## src/rtl/store_slot_layout.sv

```systemverilog
// store_slot_layout
//   Builds the 64-entry MSX slot layout table ({slot, sub_slot, page}) from
//   the parsed config records whenever the parser requests an update, and
//   serves it to the slot decoder through a registered read port.
//   Ports:
//     clk, reset   clock, synchronous active-high reset
//     msx_config   parsed config records (stable from ack to layout_done)
//     bus          store_slot_layout_if.slave: request/ack, status, read port
//     conflict     sticky overlap flag (only with STORE_SLOT_LAYOUT_CONFLICT_EN)
//   Optional feature macro: STORE_SLOT_LAYOUT_CONFLICT_EN.
package MSX;
  typedef enum logic [3:0] {
    CONFIG_NONE       = 4'd0,
    CONFIG_ROM        = 4'd1,
    CONFIG_RAM        = 4'd2,
    CONFIG_RAM_MAPPER = 4'd3,
    CONFIG_MIRROR     = 4'd4,
    CONFIG_ROM_MIRROR = 4'd5,
    CONFIG_IO_MIRROR  = 4'd6,
    CONFIG_IO         = 4'd7
  } config_typ_t;

  typedef struct packed {
    config_typ_t typ;
    logic [1:0]  slot;
    logic [1:0]  sub_slot;
    logic [1:0]  start_block;
    logic [3:0]  reference;
    logic [7:0]  block_count;
  } msx_config_t;
endpackage

module store_slot_layout #(
  parameter int MAX_CONFIG = 16
) (
  input  logic               clk,
  input  logic               reset,
  input  MSX::msx_config_t   msx_config [MAX_CONFIG],
  store_slot_layout_if.slave bus
`ifdef STORE_SLOT_LAYOUT_CONFLICT_EN
  ,
  output logic               conflict
`endif
);
  localparam int CW = $clog2(MAX_CONFIG);
  localparam int EW = 1 + CW + 2;
  localparam logic [CW-1:0] LAST_CFG = CW'(MAX_CONFIG - 1);

  typedef enum logic [2:0] {S_IDLE, S_CLEAR, S_FETCH, S_FILL, S_DONE} state_t;

  // Number of pages a record occupies; pages past page 3 are dropped, never wrapped.
  function automatic logic [2:0] fill_count(input MSX::msx_config_t rec);
    logic [2:0] room;
    room = 3'd4 - {1'b0, rec.start_block};
    if (rec.typ == MSX::CONFIG_NONE)            return 3'd0;
    else if (rec.typ == MSX::CONFIG_RAM_MAPPER) return room;
    else if (rec.block_count == 8'd0)           return 3'd0;
    else if (rec.block_count < {5'd0, room})    return rec.block_count[2:0];
    else                                        return room;
  endfunction

  // Mirror records point the decoder at the record they mirror.
  function automatic logic is_mirror(input MSX::config_typ_t t);
    return (t == MSX::CONFIG_MIRROR) || (t == MSX::CONFIG_ROM_MIRROR) ||
           (t == MSX::CONFIG_IO_MIRROR);
  endfunction

  logic [EW-1:0]    table_q [64];

  state_t           state_q, state_d;
  logic [5:0]       addr_q, addr_d;
  logic [CW-1:0]    cfg_q, cfg_d;
  logic [1:0]       i_q, i_d;
  logic [2:0]       fill_cnt_q, fill_cnt_d;
  logic [1:0]       cur_slot_q, cur_slot_d;
  logic [1:0]       cur_sub_q, cur_sub_d;
  logic [1:0]       cur_start_q, cur_start_d;
  logic [CW-1:0]    idx_q, idx_d;
  logic             layout_valid_q, layout_valid_d;
  logic             layout_done_q, layout_done_d;
  logic [3:0]       slot_expanded_q, slot_expanded_d;
  logic [EW-1:0]    rd_entry_q;
  logic             conflict_q, conflict_d;

  logic             we;
  logic [5:0]       waddr;
  logic [EW-1:0]    wdata;
  logic             advance;
  MSX::msx_config_t fetch_rec;
  logic [2:0]       fetch_cnt;

  always_comb begin
    state_d         = state_q;
    addr_d          = addr_q;
    cfg_d           = cfg_q;
    i_d             = i_q;
    fill_cnt_d      = fill_cnt_q;
    cur_slot_d      = cur_slot_q;
    cur_sub_d       = cur_sub_q;
    cur_start_d     = cur_start_q;
    idx_d           = idx_q;
    layout_valid_d  = layout_valid_q;
    layout_done_d   = 1'b0;
    slot_expanded_d = slot_expanded_q;
    conflict_d      = conflict_q;
    we              = 1'b0;
    waddr           = addr_q;
    wdata           = '0;
    advance         = 1'b0;
    fetch_rec       = msx_config[cfg_q];
    fetch_cnt       = fill_count(fetch_rec);

    case (state_q)
      S_IDLE: begin
        if (bus.update_request) begin
          layout_valid_d  = 1'b0;
          slot_expanded_d = 4'd0;
          conflict_d      = 1'b0;
          addr_d          = 6'd0;
          state_d         = S_CLEAR;
        end
      end
      S_CLEAR: begin
        we     = 1'b1;
        waddr  = addr_q;
        addr_d = addr_q + 6'd1;
        if (addr_q == 6'd63) begin
          cfg_d   = '0;
          state_d = S_FETCH;
        end
      end
      S_FETCH: begin
        cur_slot_d  = fetch_rec.slot;
        cur_sub_d   = fetch_rec.sub_slot;
        cur_start_d = fetch_rec.start_block;
        idx_d       = is_mirror(fetch_rec.typ) ? CW'(fetch_rec.reference) : cfg_q;
        fill_cnt_d  = fetch_cnt;
        i_d         = 2'd0;
        if (fetch_cnt == 3'd0) advance = 1'b1;
        else                   state_d = S_FILL;
      end
      S_FILL: begin
        we    = 1'b1;
        waddr = {cur_slot_q, cur_sub_q, cur_start_q + i_q};
        wdata = {1'b1, idx_q, i_q};
        if (cur_sub_q != 2'd0) slot_expanded_d[cur_slot_q] = 1'b1;
        // Target read combinationally so detection costs no extra cycle.
        if (table_q[waddr][EW-1]) conflict_d = 1'b1;
        i_d = i_q + 2'd1;
        if ({1'b0, i_q} == fill_cnt_q - 3'd1) advance = 1'b1;
      end
      S_DONE: begin
        state_d = S_IDLE;
      end
      default: state_d = S_IDLE;
    endcase

    if (advance) begin
      if (cfg_q == LAST_CFG) begin
        layout_valid_d = 1'b1;
        layout_done_d  = 1'b1;
        state_d        = S_DONE;
      end else begin
        cfg_d   = cfg_q + 1'b1;
        state_d = S_FETCH;
      end
    end
  end

  // ---- control / status registers ----
  always_ff @(posedge clk) begin
    if (reset) begin
      state_q         <= S_IDLE;
      layout_valid_q  <= 1'b0;
      layout_done_q   <= 1'b0;
      slot_expanded_q <= 4'd0;
      conflict_q      <= 1'b0;
      rd_entry_q      <= '0;
    end else begin
      state_q         <= state_d;
      layout_valid_q  <= layout_valid_d;
      layout_done_q   <= layout_done_d;
      slot_expanded_q <= slot_expanded_d;
      conflict_q      <= conflict_d;
      rd_entry_q      <= table_q[{bus.rd_slot, bus.rd_sub, bus.rd_page}];
    end
  end

  // ---- walk counters and latched record (don't-care until the next build) ----
  always_ff @(posedge clk) begin
    addr_q      <= addr_d;
    cfg_q       <= cfg_d;
    i_q         <= i_d;
    fill_cnt_q  <= fill_cnt_d;
    cur_slot_q  <= cur_slot_d;
    cur_sub_q   <= cur_sub_d;
    cur_start_q <= cur_start_d;
    idx_q       <= idx_d;
  end

  // ---- layout table (contents survive reset; layout_valid qualifies them) ----
  always_ff @(posedge clk) begin
    if (we) table_q[waddr] <= wdata;
  end

  // Ack is only offered in IDLE and never while reset is held.
  assign bus.update_ack    = (state_q == S_IDLE) && bus.update_request && !reset;
  assign bus.layout_valid  = layout_valid_q;
  assign bus.layout_done   = layout_done_q;
  assign bus.slot_expanded = slot_expanded_q;
  assign bus.rd_entry      = rd_entry_q;

`ifdef STORE_SLOT_LAYOUT_CONFLICT_EN
  assign conflict = conflict_q;
`else
  logic unused_conflict;
  assign unused_conflict = conflict_q ^ conflict_d;
`endif
endmodule

```

## src/rtl/store_slot_layout_if.sv

```systemverilog
// store_slot_layout_if
//   Handshake and read-port bundle between the config parser / slot decoder
//   and store_slot_layout.
//   Parameter MAX_CONFIG sets the config index width used in rd_entry.
//   Signals:
//     update_request  parser -> layout   level, held until acked
//     update_ack      layout -> parser   one-cycle accept pulse
//     layout_valid    layout -> decoder  table complete and coherent
//     layout_done     layout -> decoder  one-cycle build-finished pulse
//     slot_expanded   layout -> decoder  per-primary-slot expansion flags
//     rd_slot/rd_sub/rd_page  decoder -> layout  read address
//     rd_entry        layout -> decoder  registered {valid, cfg_idx, page_offset}
//   Modports: master (parser/decoder side), slave (layout builder).
interface store_slot_layout_if #(
  parameter int MAX_CONFIG = 16
) ();
  localparam int CW = $clog2(MAX_CONFIG);

  logic          update_request;
  logic          update_ack;
  logic          layout_valid;
  logic          layout_done;
  logic [3:0]    slot_expanded;
  logic [1:0]    rd_slot;
  logic [1:0]    rd_sub;
  logic [1:0]    rd_page;
  logic [CW+2:0] rd_entry;

  modport master (
    output update_request, rd_slot, rd_sub, rd_page,
    input  update_ack, layout_valid, layout_done, slot_expanded, rd_entry
  );

  modport slave (
    input  update_request, rd_slot, rd_sub, rd_page,
    output update_ack, layout_valid, layout_done, slot_expanded, rd_entry
  );
endinterface

```

## src/flat_wrapper.sv

```systemverilog
// flat-port wrapper written by rule: the top's interface ports become plain ports
module store_slot_layout_flat 
#(
  parameter int MAX_CONFIG = 16
)
  (clk, reset, msx_config, bus_update_request, bus_rd_slot, bus_rd_sub, bus_rd_page, bus_update_ack, bus_layout_valid, bus_layout_done, bus_slot_expanded, bus_rd_entry);
  store_slot_layout_if #(.MAX_CONFIG(MAX_CONFIG)) bus_i ();
  input  logic clk;
  input  logic reset;
  input  MSX::msx_config_t msx_config[MAX_CONFIG];
  input wire logic [$bits(bus_i.update_request)-1:0] bus_update_request;
  input wire logic [$bits(bus_i.rd_slot)-1:0] bus_rd_slot;
  input wire logic [$bits(bus_i.rd_sub)-1:0] bus_rd_sub;
  input wire logic [$bits(bus_i.rd_page)-1:0] bus_rd_page;
  output wire logic [$bits(bus_i.update_ack)-1:0] bus_update_ack;
  output wire logic [$bits(bus_i.layout_valid)-1:0] bus_layout_valid;
  output wire logic [$bits(bus_i.layout_done)-1:0] bus_layout_done;
  output wire logic [$bits(bus_i.slot_expanded)-1:0] bus_slot_expanded;
  output wire logic [$bits(bus_i.rd_entry)-1:0] bus_rd_entry;
  assign bus_i.update_request = bus_update_request;
  assign bus_i.rd_slot = bus_rd_slot;
  assign bus_i.rd_sub = bus_rd_sub;
  assign bus_i.rd_page = bus_rd_page;
  assign bus_update_ack = bus_i.update_ack;
  assign bus_layout_valid = bus_i.layout_valid;
  assign bus_layout_done = bus_i.layout_done;
  assign bus_slot_expanded = bus_i.slot_expanded;
  assign bus_rd_entry = bus_i.rd_entry;
  store_slot_layout #(.MAX_CONFIG(MAX_CONFIG)) u_core (.clk(clk), .reset(reset), .msx_config(msx_config), .bus(bus_i));
endmodule
```

## config.mk

```make
export PLATFORM = sky130hd
export DESIGN_NAME = store_slot_layout_flat
export DESIGN_NICKNAME = d
export VERILOG_FILES = /design/src/rtl/store_slot_layout.sv /design/src/rtl/store_slot_layout_if.sv /design/src/flat_wrapper.sv
export SDC_FILE = /design/constraint.sdc
export NUM_CORES = 1
export LEC_CHECK = 0
export CORE_ASPECT_RATIO = 0.75
export CORE_MARGIN = 5
export CORE_UTILIZATION = 48
export DETAILED_ROUTE_END_ITERATION = 12
export PLACE_DENSITY = 0.76
export SETUP_SLACK_MARGIN = 0.1
export SYNTH_ARGS = -nofsm -noshare
export SYNTH_HDL_FRONTEND = slang
export SYNTH_SLANG_ARGS = --single-unit
export TNS_END_PERCENT = 5
```

## constraint.sdc

```tcl
create_clock -name clk -period 4.8 [get_ports clk]
set_input_delay 1.44 -clock clk [delete_from_list [all_inputs] [get_ports clk]]
set_output_delay 1.44 -clock clk [all_outputs]
set_load 0.05 [all_outputs]
```

==> run metrics, run 1 <==
ratio of cells with drive above 1 in the final layout 0.204; Post-synth EDFFs 469; Cell variety after synth 59; initial antenna violation count 3; CTS tree built; prevailing post-synth register cell edfxtp_1; status finished clean; Inst Count DP 2,091; launching element type of the critical path input pin; r2r worst-path depth 14; die width 256 µm; WP data arrival 5.05 ns; GP Congestion 0.964; Hold-fix buffers, CTS 0; DR vias/cell 6.12; power density over cell area 327 nW/µm²; nets@finish ~1,900; drt initial violations 1,568; CTS Sinks just under 500; post-DR wirelength/cell 29.8 µm; final core utilization 0.619; n_diodes 0; Setup Fix Bufs, Post-CTS 0; HPWL after detailed placement 46.3 mm; most common cell after layout, fill and taps aside edfxtp_1; relative slew slack 0.110; vias in the first global route 13,600; residual DRC count 0; Yosys warning count 0; final global-route overflow total 0; largest net degree at the start of global routing 65; Hold Path Class reg -> reg; first-pass GRT wire length approximately 94 mm; H-tree lvl count 2; FF-to-FF setup slack 0.54 ns; clk_lat worst skew 0.57 ns; period utilisation layout 0.957; kind of critical path in -> reg; area grow syn2layout 27.2%; final hold vios 0; Mapped Cells around 1,200; CTS buffer count 45; Std-Cell Rows 67; Async SR Flop Fraction 0; Initial Utilization 0.487; Core Region about 45,000 µm²; Final Critical Period 4.59 ns; root buffer cell clkbuf_16; Pleak slightly above 9 nW; RSZ-0062 raised after global routing true; Max Slew Vio Count 0; Reg clk slew, reported paths 0.06 ns; measured slew at the worst slew-check pin 1.33 ns; FF-to-FF End u_core.state_q[1]; full die area 49,900 µm²; CTS max path bufs 3; post-synthesis register bit count 489; syn avg cell area ~19 µm²; crit path max fanout 3; Finish-stage setup viols 0; non-filler cells, final 2,173; worst r2r src u_core.cfg_q[1]; maximum vdd ir drop slightly below 0.0003 V; worst setup path end u_core.state_q[1]; Final ANT Viol Nets 0; syn_nets around 1,500; DRT Pass-1 Iters 6; WL final 64.8 mm; Die H roughly 190 µm; most frequent cells in the layout 469 x edfxtp_1, 370 x clkdlybuf4s50_1, 196 x mux4_2, 102 x nor2_1, 58 x nand2_1; post-synthesis sequential area ratio 0.663; crit end category flop; Max Cap Viol 0; Clock Skews 0.0145 ns; WP data required about 5.3 ns; port buffer count roughly 370; via count between 10,000 and 15,000; Setup crit start msx_config[277]; area of the mapped netlist 21,800 µm²; IO Count 375; GRT Resource Usage Total 0.255; fmax 218 MHz; final hold slack 0.491 ns
[metrics by stage]
step | setup TNS (ns) | power [mW] | cell area (µm²) | setup slack, ns
after detailed placement | -3.23 | 5.63 | 26300 | -0.335
final | 0 | 9.09 | 27800 | 0.208
after floorplan | 0 | 5.15 | 21800 | 0.278
after global placement | -2.79 | 5.62 | 26300 | -0.318
after global routing | 0 | 9.36 | 27800 | 0.0938
after CTS | 0 | 9.12 | 27800 | 0.243
[power breakdown]
group          switching, mW  total (mW)  internal [mW]
sequential            0.0209        4.66           4.64
combinational          0.376       0.882          0.506
clock                   1.54        3.55           2.00
total                   1.94        9.09           7.15
[synthesized netlist by cell type (2+ instances only)]
| master | count | area, µm² |
|---|---|---|
| nor4b_1 | 7 | 61.3 |
| mux4_2 | 196 | 4410 |
| nand3b_1 | 7 | 52.6 |
| clkbuf_1 | 28 | 105 |
| nand2_1 | 58 | 218 |
| nand3_2 | 3 | 30.0 |
| a22oi_1 | 13 | 97.6 |
| a31oi_1 | 7 | 43.8 |
| buf_1 | 22 | 82.6 |
| mux4_1 | 7 | 184 |
| and3_1 | 2 | 12.5 |
| a21oi_1 | 12 | 60.1 |
| buf_6 | 4 | 45.0 |
| buf_2 | 10 | 50.1 |
| mux2i_1 | 31 | 310 |
| or2_2 | 2 | 12.5 |
| nand4_1 | 2 | 12.5 |
| ha_1 | 7 | 87.6 |
| a41oi_1 | 3 | 26.3 |
| inv_1 | 14 | 52.6 |
| nor3_1 | 16 | 80.1 |
| nor4_1 | 10 | 62.6 |
| o21a_1 | 3 | 22.5 |
| nand2b_1 | 2 | 12.5 |
| dfxtp_1 | 20 | 400 |
| edfxtp_1 | 469 | 14100 |
| buf_12 | 2 | 40.0 |
| o21ai_0 | 13 | 65.1 |
| nor2_1 | 102 | 383 |
| xnor2_1 | 6 | 52.6 |
| a22o_1 | 4 | 35.0 |
| nand3_1 | 11 | 55.1 |
| xor2_1 | 4 | 35.0 |
| nor3b_1 | 2 | 15.0 |
| or3_1 | 3 | 18.8 |
| nor2b_1 | 6 | 37.5 |
| buf_4 | 2 | 15.0 |
| a221oi_1 | 16 | 140 |
| and2_1 | 18 | 113 |
[worst min-delay path by stage]
stage                                   to                     from  cells past startpoint  slack, ns
2_1_floorplan  u_core.bus.slot_expanded[2]     u_core.cur_slot_q[1]                      2       0.59
6_report           u_core.bus.layout_valid  u_core.bus.layout_valid                      2       0.49
3_3_place_gp       u_core.bus.layout_valid  u_core.bus.layout_valid                      2       0.45
4_1_cts            u_core.bus.layout_valid  u_core.bus.layout_valid                      2       0.50
5_1_grt            u_core.bus.layout_valid  u_core.bus.layout_valid                      2       0.51
3_5_place_dp       u_core.bus.layout_valid  u_core.bus.layout_valid                      2       0.49
[worst max-delay path: stages]
cell             delay, ns
clkdlybuf4s50_1       0.49
mux4_2                0.57
a22oi_1               0.17
and2_1                0.26
ha_1                  0.28
inv_1                 0.09
ha_1                  0.23
o21a_1                0.18
o31a_1                0.11
a2111o_1              0.43
a2111oi_4             0.33
buf_4                 0.19
nor3b_2               0.06
a32o_1                0.22
[kinds of logic (layout without fill, tap and decap cells)]
family | count (synthesis) | count (layout) | share of synthesized area
AOI/OAI and AO/OA | 85 | 85 | 0.0296
xor gates and xnor gates | 10 | 10 | 0.00401
DFF | 489 | 489 | 0.663
muxes | 235 | 235 | 0.225
and+or+nand+nor | 256 | 256 | 0.0560
adders and majority gates | 7 | 7 | 0.00401
buffers and inverters | 82 | 505 | 0.0179
[layer usage]
layer | global-route usage | vias to the layer above | wire length (µm)
met4 | 0.0521 | 4 | 1260
met3 | 0.0556 | 75 | 5840
met2 | 0.400 | 755 | 30800
met1 | 0.378 | 6836 | 26900
met5 | 0 | - | 27
li1 | - | 5630 | -
[cell type report]
type	instances	area, µm²
multi-input cells	593	6980
fillers	3135	17100
clock buffers	53	1200
repair buffers	409	4090
well taps	586	733
flip-flops and latches	489	14500
inverters	14	52.6
clock inverters	29	244
[repair_timing]
action / CTS / global route
endpoints found under the hold margin: 0 / 0
endpoints found under the setup margin: 0 / 3
resized for setup: 0 / 1
[sequential cells by signal (all words and copies together) (netlist names), 2 cells and up]
name / cells
u_core.cur_sub_q: 2
u_core.i_q: 2
u_core.state_q: 3
u_core.fill_cnt_q: 3
u_core.idx_q: 4
u_core.bus.rd_entry: 7
u_core.cur_start_q: 2
u_core.table_q: 448
u_core.cfg_q: 4
u_core.cur_slot_q: 2
u_core.addr_q: 6
u_core.bus.slot_expanded: 4
(Power assumes the default switching activity.)
==> run 2: changes to the inputs <==
GPL_TIMING_DRIVEN = 0   (was default)
TNS_END_PERCENT = 10   (was 5)
==> run 2 against run 1 <==
Net effect:
- sequential power hardly changed
- combinational power rose by 2%
- critical endpoint is now bus_update_ack
- non-clock buffer count rose by 39
- worst setup slack worse by 0.015 ns
- largest cell class unchanged
==> run metrics, run 2 (synthesis results as in run 1) <==
GRT Resource Usage Total 0.258; largest net degree at the start of global routing 49; residual DRC count 0; FF-to-FF End u_core.cfg_q[3]; r2r worst-path depth 16; Reg clk slew, reported paths roughly 0.060 ns; die width 256 µm; root buffer cell clkbuf_16; period utilisation layout 0.960; Die H ~200 µm; setup tns final 0 ns; Initial Utilization 0.487; H-tree lvl count 2; Max Cap Viol 0; CP max-delay cell dlygate4sd2_1; Final ANT Viol Nets 0; measured slew at the worst slew-check pin approximately 1.2 ns; Setup crit start bus_update_request; launching element type of the critical path input pin; Hold Path Class reg -> reg; fmax 217 MHz; initial antenna violation count 9; final hold slack 0.485 ns; area grow syn2layout 28.2%; IO Count 375; WL final 65.5 mm; full die area 49,900 µm²; first-pass GRT wire length 94.8 mm; Met3 Routed Length 6.31 mm; RSZ-0062 raised after global routing true; met2 wire length 30.4 mm; ratio of cells with drive above 1 in the final layout 0.197; largest delay contributor family on the critical path buffers and inverters; clk_lat worst skew approximately 0.57 ns; Top Metal Used met5; Worst path depth 4; Max Slew Vio Count 0; most common cell after layout, fill and taps aside edfxtp_1; kind of critical path in -> out; Buf/Inv on CP 2; slack of the critical path 0.193 ns; status finished clean; GP Congestion a little under 1; CTS max path bufs 3; CTS tree built; Clock Skews 0.0239 ns; Final Critical Period 4.61 ns; DR vias/cell 6.15; WP data arrival 3.17 ns; wire length on met1 around 27 mm; via count roughly 14,000; Pleak ~9.2 nW; Largest Register u_core.table_q; Hold-fix buffers, CTS 0; HPWL after detailed placement 49.3 mm; setup slack at placement -0.476 ns; footprint of the multi-input gates approximately 7000 µm²; port buffer count 367; DRT Pass-1 Iters 5; crit end category primary output; relative slew slack 0.218; crit path cell chain clkdlybuf4s50_1 -> nor4b_2 -> and2_1 -> dlygate4sd2_1; vias in the first global route 14,000; nets@finish just under 2,000; Pwr Total 9.05 mW; number of flip-flops in the largest register between 400 and 500; CP peak stage delay 0.57 ns; CTS Sinks 489; power density over cell area 323 nW/µm²; Finish-stage setup viols 0; Core Region roughly 45,000 µm²; post-DR wirelength/cell 29.6 µm; register area 14,500 µm²; WP data required 3.36 ns; most frequent cells in the layout 469 x edfxtp_1, 362 x clkdlybuf4s50_1, 196 x mux4_2, 102 x nor2_1, 58 x nand2_1; Std-Cell Rows 67; crit path max fanout 6; final hold vios 0; CTS buffer count 44; final global-route overflow total 0; worst r2r src u_core.cfg_q[1]; FF-to-FF setup slack 0.33 ns; worst setup path end bus_update_ack; maximum vdd ir drop 0.000221 V; drt initial violations 1,590; Layout fillers 3,104
-- run 2: changes by cell type in the layout (fill, tap and decap cells not counted), moves of 4 or more --
cell,change
buf_1,+18
buf_2,+7
buf_4,-22
buf_6,+4
clkbuf_1,+36
clkbuf_2,+4
clkdlybuf4s50_1,-8
clkinv_1,-8
dlymetal6s2s_1,+4
-- run 2: per-layer routing --
metal,global-route usage,up-vias
met5,0,-
met4,0.0725,14
met3,0.0640,115
met2,0.394,801
met1,0.375,6964
li1,-,5726
-- run 2: worst min-delay path: stages, from the launching register on --
cell and delay, ns:
dfxtp_1 0.33, nand2_1 0.07, o31ai_2 0.05
-- run 2: worst min-delay path by stage --
stage	start	end	depth (start not counted)
finish	u_core.bus.layout_valid	u_core.bus.layout_valid	2
detailed placement	u_core.bus.layout_valid	u_core.bus.layout_valid	2
CTS	u_core.bus.layout_valid	u_core.bus.layout_valid	2
global route	u_core.bus.layout_valid	u_core.bus.layout_valid	2
global placement	u_core.bus.layout_valid	u_core.bus.layout_valid	2
floorplan	u_core.cur_slot_q[1]	u_core.bus.slot_expanded[2]	2
-- run 2: what timing repair did --
item | 4_1_cts | 5_1_grt
endpoints found under the setup margin | 13 | 19
buffers inserted | 0 | 7
gates resized for setup | 11 | 28
pin swaps | 0 | 2
-- run 2: layout make-up --
cell class	count	share of cell area
clock inverters	17	0.00764
inverters	14	0.00201
diodes	1	0.0000894
multi-input cells	593	0.250
well taps	586	0.0262
repair buffers	382	0.139
flip-flops and latches	489	0.517
plain buffers	66	0.0143
clock buffers	65	0.0432
-- run 2: stage by stage --
stage | instances | util | instance area (µm²)
floorplan | 1164 | - | 21800
global placement | 2117 | 0.585 | 26200
detailed placement | 2125 | 0.589 | 26400
CTS | 2206 | 0.621 | 27900
global route | 2212 | 0.624 | 28000
finish | 2213 | 0.624 | 28000
-- run 2: report_power, final --
| group | leakage (nW) | switching [mW] | internal, mW |
|---|---|---|---|
| Sequential | 4.42 | 0.0155 | 4.64 |
| Combinational | 4.07 | 0.401 | 0.496 |
| Clock | 0.692 | 1.53 | 1.98 |
